**config.mk**
```make
export PLATFORM = sky130hd
export DESIGN_NAME = cnt_operand_stage
export DESIGN_NICKNAME = d
export VERILOG_FILES = /design/src/rtl/cnt_operand_stage_pkg.sv /design/src/rtl/cnt_operand_stage_bitreverse.sv /design/src/rtl/flopenr.sv /design/src/rtl/cnt_operand_stage.sv
export SDC_FILE = /design/constraint.sdc
export NUM_CORES = 1
export LEC_CHECK = 0
export BUFFER_PORTS_ARGS = -buffer_cell sky130_fd_sc_hd__buf_2
export CELL_PAD_IN_SITES_DETAIL_PLACEMENT = 2
export CELL_PAD_IN_SITES_GLOBAL_PLACEMENT = 2
export CORE_AREA = 2 2 141 88
export CTS_CLUSTER_DIAMETER = 80
export DETAILED_ROUTE_END_ITERATION = 8
export DIE_AREA = 0 0 143 90
export PLACE_DENSITY_LB_ADDON = 0.15
export SETUP_SLACK_MARGIN = 0.2
export SYNTH_ARGS = -nofsm -noshare
export SYNTH_HDL_FRONTEND = slang
export SYNTH_SLANG_ARGS = --single-unit
```
**constraint.sdc**
```tcl
create_clock -name clk -period 2.76 [get_ports clk]
set_input_delay 0.414 -clock clk [delete_from_list [all_inputs] [get_ports clk]]
set_output_delay 0.414 -clock clk [all_outputs]
set_load 0.005 [all_outputs]
```
**src/rtl/cnt_operand_stage_pkg.sv**
```systemverilog
// Shared types and constants for the bmu count-unit operand stage.
package cnt_operand_stage_pkg;

    // Width of the immediate/funct selector field carried with the operand.
    localparam int unsigned B_W = 5;

    // Selector bit positions within the B field.
    localparam int unsigned B_TRAILING_BIT = 0;
    localparam int unsigned B_POPCOUNT_BIT = 1;

    // Occupancy-encoded stage state; the encoding is the Occupancy output value.
    typedef enum logic [1:0] {
        ST_EMPTY = 2'd0,
        ST_ONE   = 2'd1,
        ST_FULL  = 2'd2
    } state_t;

endpackage : cnt_operand_stage_pkg

```
**src/rtl/cnt_operand_stage_bitreverse.sv**
```systemverilog
// Purely combinational bit reversal: y[i] = a[WIDTH-1-i].
module bitreverse #(
    parameter int unsigned WIDTH = 32
) (
    input  logic [WIDTH-1:0] a,
    output logic [WIDTH-1:0] y
);

    // Mirror each bit position.
    for (genvar i = 0; i < int'(WIDTH); i++) begin : g_rev
        assign y[i] = a[WIDTH-1-i];
    end

endmodule : bitreverse

```
**src/rtl/flopenr.sv**
```systemverilog
// Enabled flop with synchronous active-high reset to zero.
module flopenr #(
    parameter int unsigned WIDTH = 8
) (
    input  logic             clk,
    input  logic             reset,
    input  logic             en,
    input  logic [WIDTH-1:0] d,
    output logic [WIDTH-1:0] q
);

    // Reset dominates enable; q holds when en is low.
    always_ff @(posedge clk) begin
        if (reset) begin
            q <= '0;
        end else if (en) begin
            q <= d;
        end
    end

endmodule : flopenr

```
**src/rtl/cnt_operand_stage.sv**
```systemverilog
// Registered operand stage in front of the clz/ctz/cpop count unit.
// Two-entry skid buffer (main drives Out*, skid absorbs one extra beat) so
// InReady comes straight from a flop while full throughput is kept.
module cnt_operand_stage
    import cnt_operand_stage_pkg::*;
#(
    parameter int unsigned WIDTH = 32
) (
    input  logic             clk,
    input  logic             reset,
    input  logic             Flush,
    input  logic             InValid,
    output logic             InReady,
    input  logic [WIDTH-1:0] InA,
    input  logic [B_W-1:0]   InB,
    input  logic             InW64,
    output logic             OutValid,
    input  logic             OutReady,
    output logic [WIDTH-1:0] OutA,
    output logic [WIDTH-1:0] OutRevA,
    output logic [B_W-1:0]   OutB,
    output logic             OutW64,
    output logic [1:0]       Occupancy
);

    // Entry payload layout: {a, rev_a, b, w64}.
    localparam int unsigned PW       = 2 * WIDTH + B_W + 1;
    localparam int unsigned A_LSB    = WIDTH + B_W + 1;
    localparam int unsigned REV_LSB  = B_W + 1;
    localparam int unsigned B_LSB    = 1;

    state_t            state_q;
    state_t            state_d;
    logic              in_ready_q;
    logic              out_valid_q;

    logic              in_xfer_c;
    logic              out_xfer_c;
    logic              main_en_c;
    logic              skid_en_c;
    logic              main_sel_skid_c;

    logic [WIDTH-1:0]  rev_in_c;
    logic              w64_in_c;
    logic [PW-1:0]     in_payload_c;
    logic [PW-1:0]     main_d_c;
    logic [PW-1:0]     main_q;
    logic [PW-1:0]     skid_q;

    // Reverse on the input side so the stored entry already holds rev(a).
    bitreverse #(
        .WIDTH (WIDTH)
    ) u_bitreverse (
        .a (InA),
        .y (rev_in_c)
    );

    // Word-operation flag only exists for the 64-bit datapath.
    assign w64_in_c     = (WIDTH == 64) ? InW64 : 1'b0;
    assign in_payload_c = {InA, rev_in_c, InB, w64_in_c};

    // Handshake qualifiers use registered ready/valid only.
    assign in_xfer_c  = InValid && in_ready_q;
    assign out_xfer_c = out_valid_q && OutReady;

    // Main refills from skid when draining FULL, otherwise from the input.
    assign main_d_c = main_sel_skid_c ? skid_q : in_payload_c;

    // Next-state and entry load enables; flush drops everything incl. the offered input.
    always_comb begin
        state_d         = state_q;
        main_en_c       = 1'b0;
        skid_en_c       = 1'b0;
        main_sel_skid_c = 1'b0;
        if (Flush) begin
            state_d = ST_EMPTY;
        end else begin
            case (state_q)
                ST_EMPTY: begin
                    if (in_xfer_c) begin
                        state_d   = ST_ONE;
                        main_en_c = 1'b1;
                    end
                end
                ST_ONE: begin
                    if (in_xfer_c && !out_xfer_c) begin
                        state_d   = ST_FULL;
                        skid_en_c = 1'b1;
                    end else if (in_xfer_c && out_xfer_c) begin
                        state_d   = ST_ONE;
                        main_en_c = 1'b1;
                    end else if (out_xfer_c) begin
                        state_d   = ST_EMPTY;
                    end
                end
                ST_FULL: begin
                    if (out_xfer_c) begin
                        state_d         = ST_ONE;
                        main_en_c       = 1'b1;
                        main_sel_skid_c = 1'b1;
                    end
                end
                default: begin
                    state_d = ST_EMPTY;
                end
            endcase
        end
    end

    // State register with ready/valid decoded from the next state into flops.
    always_ff @(posedge clk) begin
        if (reset) begin
            state_q     <= ST_EMPTY;
            in_ready_q  <= 1'b1;
            out_valid_q <= 1'b0;
        end else begin
            state_q     <= state_d;
            in_ready_q  <= (state_d != ST_FULL);
            out_valid_q <= (state_d != ST_EMPTY);
        end
    end

    // Main entry storage; drives the count unit.
    flopenr #(
        .WIDTH (PW)
    ) u_main (
        .clk   (clk),
        .reset (reset),
        .en    (main_en_c),
        .d     (main_d_c),
        .q     (main_q)
    );

    // Skid entry storage; only written from the input.
    flopenr #(
        .WIDTH (PW)
    ) u_skid (
        .clk   (clk),
        .reset (reset),
        .en    (skid_en_c),
        .d     (in_payload_c),
        .q     (skid_q)
    );

    assign InReady   = in_ready_q;
    assign OutValid  = out_valid_q;
    assign Occupancy = state_q;
    assign OutA      = main_q[A_LSB   +: WIDTH];
    assign OutRevA   = main_q[REV_LSB +: WIDTH];
    assign OutB      = main_q[B_LSB   +: B_W];
    assign OutW64    = main_q[0];

endmodule : cnt_operand_stage

```
# --- Yosys cells after proc, flatten, opt, wreduce, memory -nomap -nowiden ---
# Cells that the tools add are included.
classes:
  reduce_logical: 7
  eq_ne: 3
  n_mux: 19
op_table:
  columns: ["op", "count"]
  rows:
  - ["2-to-1 mux 70 bit", 1]
  - ["2-to-1 mux 2 bit", 6]
  - ["2-to-1 mux 1 bit", 10]
  - ["one-hot mux 2 bit (3 select lines)", 1]
  - ["logical AND 1 bit", 4]
  - ["one-hot mux 1 bit (3 select lines)", 1]
  - ["== test 2 x 1 -> 1 bit, second input constant", 1]
  - ["== test 2 bit, second input constant", 1]
  - ["zero test 2 bit", 1]
  - ["!= test 2 bit, second input constant", 1]
  - ["nonzero test 2 bit", 1]
  - ["zero test 1 bit", 1]
word_totals:
  wordCells: 34
  ff_bits: 143
  output_inout_bits: 74

# --- Logic depth before layout (Yosys ltp) ---
depth:
  word_depth: 7
  ltp_mapped: 6

# --- Cells and area by module ---
# Synthesis repeated with hierarchy kept, for this count alone.
unflattened:
  hier_cells: 586
  hier_area_um2: 6369.9
by_module_without_submodules:
  columns: ["module", "area_each_um2", "cells_per_inst", "seq_area_each_um2", "n_inst"]
  rows:
  - ["flopenr", 2512.4, 226, 1401.3, 2]
  - ["cnt_operand_stage", 1104.8, 102, 80.1, 1]
  - ["bitreverse", 240.2, 32, 0.0, 1]

# --- Worst setup path after synthesis ---
# No wires, ideal clock.
synth_timing:
  path_kind: "flip-flop to flip-flop"
  from: "reg state_q[0], in the netlist Occupancy[0]"
  to: "reg u_skid.q[38]"
  path_stages_with_launch: 7
  slack_ns: 1.233
  arrival_time_ns: 1.395
  n_path_buf: 2
  setup_ns: 0.132
  synth_period_minus_slack_ns: 1.527
  cell_sequence: "dfxtp_1 -> a21bo_2 -> or3_1 -> buf_2 -> buf_2 -> nand2_1 -> a21oi_1"
synth_between:
  elab_chain_len: 3
synth_lines:
  columns: ["element", "line", "text"]
  rows:
  - ["start: declaration", "cnt_operand_stage.sv:32", "state_t state_q;"]
  - ["start signal: assignment", "cnt_operand_stage.sv:117", "state_q <= state_d;"]
  - ["== test 2 x 1 -> 1 bit", "cnt_operand_stage.sv:78", "case (state_q)"]
  - ["2-to-1 mux 1 bit", "cnt_operand_stage.sv:78", null]
  - ["2-to-1 mux 1 bit", "cnt_operand_stage.sv:75", "if (Flush) begin"]
  - ["end signal: assignment", "flopenr.sv:15", "q <= '0;"]
  - ["end signal: assignment", "flopenr.sv:17", "q <= d;"]
  - ["end: declaration", "flopenr.sv:9", "output logic [WIDTH-1:0] q"]
# No other way between the ends.
# A chain may end at the register's enable or synchronous reset.

# --- Final worst setup path ---
layout_timing:
  from: "reg state_q[1], in the netlist Occupancy[1]"
  to: "reg u_main.q[43]"
layout_between:
  elab_chain_len: 4
  word_cells_on_any_way: 8
  classes_between: "2 x eq/ne; 5 x mux; 1 x reduce/logical"
layout_lines:
  columns: ["element", "line", "text"]
  rows:
  - ["== test 2 bit", "cnt_operand_stage.sv:78", null]
  - ["2-to-1 mux 1 bit", "cnt_operand_stage.sv:78", null]
  - ["2-to-1 mux 1 bit", "cnt_operand_stage.sv:75", null]
  - ["2-to-1 mux 70 bit", "cnt_operand_stage.sv:67", "assign main_d_c = main_sel_skid_c ? skid_q : in_payload_c;"]
  - ["end signal: assignment", "flopenr.sv:15", null]
  - ["end signal: assignment", "flopenr.sv:17", null]
  - ["end: declaration", "flopenr.sv:9", null]
# Several ways; a longest one is shown, not always the timed one.

==> summary.md <==
| Metric | Value |
|---|---|
| Rows | `31` |
| Finish-stage setup viols | `0` |
| Share of layout cells above drive strength 1 | `a little under two fifths` |
| Number of flops mapped to enable cells by yosys | `0` |
| Maxcap violations | `0` |
| Max incr delay on CP | `~0.5 ns` |
| Most frequent cell after synthesis | `dfxtp_1` |
| RSZ-0062 raised after global routing | `false` |
| Synthesized area per cell | `9.664 um2` |
| Core outline area | `between 0.01 and 0.015 mm2` |
| Seq/Total Area, Yosys | `around two fifths` |
| Hold Crit Class | `in2reg` |
| Netlist cell types | `32` |
| Vias post-DR | `~3100` |
| Drt via density | `4.882` |
| Remaining antenna violation count after routing | `0` |
| Setup CP Type | `reg2reg` |
| Num ports | `between 100 and 150` |
| Mapped Nets | `430` |
| Dpl hpwl | `between 6 and 7 mm` |
| Total track usage | `17.10%` |
| Number of setup buffers added after CTS | `0` |
| Height of the chip | `approximately 90 um` |
| PwrDens | `between 600 and 700 mW/mm2` |
| Final Hold Vio Count | `0` |
| Clk_skew | `roughly 0.0077 ns` |
| Fin nets | `between 500 and 600` |
| Cell area after layout | `about 0.0045 mm2` |
| Grt ovf | `0` |
| Hold buffer count at CTS | `0` |
| GRT busiest layer | `met2` |
| Setup tns final | `0 ns` |
| Worst EP arrival | `~2.1 ns` |
| Synth Instances | `387` |
| Final GP Congestion | `between 0.7 and 0.8` |
| Final critical-path share of the clock period | `between 70% and 80%` |
| Fin crit period | `about 1.9 ns` |
| Pin count of the biggest net entering global routing | `77` |
| Synthesized cell area | `between 0.003 and 0.004 mm2` |
| FMAX | `between 500 and 600 MHz` |
| CP top delay family | `simple AND/OR/NAND/NOR gates` |
| H-Tree Depth | `3` |
| GRT met1 Usage | `22.50%` |
| Clock buffer count from CTS | `9` |
| Worst setup EP type | `flop` |
| Initial antenna violation count | `0` |
| Crit path max fanout | `14` |
| Overall Power | `~3.0 mW` |
| CP bufs+invs | `1` |
| Worst-path cell chain | `and4b_1 > a211oi_2 > nor2_4 > buf_4 > a221oi_2` |
| Met2 GRT Util | `~28%` |
| Dpl cell area | `between 0.004 and 0.005 mm2` |
| Die width | `~140 um` |
| Clock Pin Slew Worst Setup and Hold Paths | `around 0.06 ns` |
| Status | `complete, no violations` |
| Synth area leader | `dfxtp_1` |
| Vias in the first global route | `3220` |
| Number of synthesized register bits | `78` |
| Most used DFF post-synth | `dfxtp_1` |
| Final core occ | `approximately two fifths` |
| Max Root-Sink Buffers | `2` |
| WP data required | `between 2 and 3 ns` |
| DRC | `0` |
| Maximum VDD drop | `~0.29 mV` |
| Commonest cells in the netlist | `dfxtp_1, nand2_1, nor2_1` |
| Startpoint Class | `flop` |
| Ys async rst share | `0%` |
| Critical-path top delay cell | `dfxtp_1` |
| CTS resizes | `0` |
| Leakage | `around 1.8 nW` |
| Yosys warns | `0` |
| Clk sinks | `78` |
| Worst-Skew Late Latency | `0.34 ns` |
| Grt met3 use | `4.475%` |
| Port bufs | `roughly 110` |
| Routed WL | `around 11 mm` |
| First-pass GRT wire length | `17.08 mm` |
| Root Driver | `clkbuf_16` |
| Initial Util | `32.03%` |
| First DRT Iteration DRCs | `54` |
| Slew Limit Fails | `0` |
| ANT cells | `0` |
| Area delta synth->final | `21.21%` |
| Avg WL per Cell | `between 15 and 20 um` |
| Least-Margin Pin Slew | `about 1 ns` |
| Full die area | `between 0.01 and 0.015 mm2` |
| CTS tree | `built` |
| Synth top area share | `a little over two fifths` |
| DRT Pass-1 Iters | `4` |
| Slew HR | `between 30% and 40%` |
| Main area contributors after synthesis | `dfxtp_1, a221oi_2, mux2i_1` |
==> cell usage in the layout (no fill, tap or decap), drive strengths merged, types with 2 or more instances in the layout <==
cell    Yosys  final
a21oi      38     38
dfxtp      78     78
nor2       41     41
buf        53    121
and2        2      2
mux2i      37     37
clkbuf      8     10
clkinv      0      2
nand2      75     75
bufinv      0      4
a221oi     37     37
==> power by group <==
| group | internal (mW) | switching (mW) |
|---|---|---|
| sequential | 1.18 | 0.0381 |
| clock | 0.975 | 0.471 |
| combinational | 0.152 | 0.189 |
| total | 2.31 | 0.698 |
==> stage by stage <==
stage / hold slack (ns) / setup slack (ns) / instances
5_1_grt: 0.3169 / 0.6861 / 628
3_3_place_gp: 0.4420 / 0.7675 / 612
4_1_cts: 0.3108 / 0.7723 / 628
2_1_floorplan: 0.4360 / 1.233 / 387
3_5_place_dp: 0.4514 / 0.7527 / 612
6_report: 0.3210 / 0.8171 / 628
==> registers in the layout (all words and copies together) (netlist names) <==
signal	cells
Occupancy	2
InReady	1
OutValid	1
u_skid.q	37
u_main.q	37
==> worst paths after layout <==
kind,slack (ns),cells past startpoint,from,endpoint
max,0.82,5,Occupancy[1],u_main.q[43]
min,0.32,3,InA[2],u_skid.q[40]
max reg2reg,0.82,5,Occupancy[1],u_main.q[43]
min reg2reg,0.46,2,u_skid.q[63],u_skid.q[63]
==> cell type report <==
type	instances	area, um2
clock buffers	10	229.0
clock inverters	6	133.9
fillers	1308	7142
inverters	1	3.754
multi-input cells	247	1748
flip-flops and latches	78	1562
well taps	165	206.4
repair buffers	121	650.6
==> logic make-up after synthesis <==
| kind of cell | after synthesis | share of synthesized area (%) |
|---|---|---|
| XOR/XNOR | 1 | 0.2342 |
| AND/OR/NAND/NOR | 128 | 15.96 |
| buffers and inverters | 62 | 11.84 |
| flip-flops | 78 | 41.75 |
| other | 1 | 0.1003 |
| AO/OA/AOI/OAI | 80 | 20.21 |
| multiplexers | 37 | 9.903 |
==> routing by layer <==
layer,vias up,share of wire [%]
met5,-,0
met4,0,0.87
met3,9,4.8
met2,71,47
met1,1519,48
li1,1467,-
==> worst reg2reg max path: stages (launching register included) <==
cell	delay (ns)
dfxtp_1	0.50
and4b_1	0.33
a211oi_2	0.09
nor2_4	0.39
buf_4	0.36
a221oi_2	0.11
Note: power is estimated with default switching activity, not from simulation.
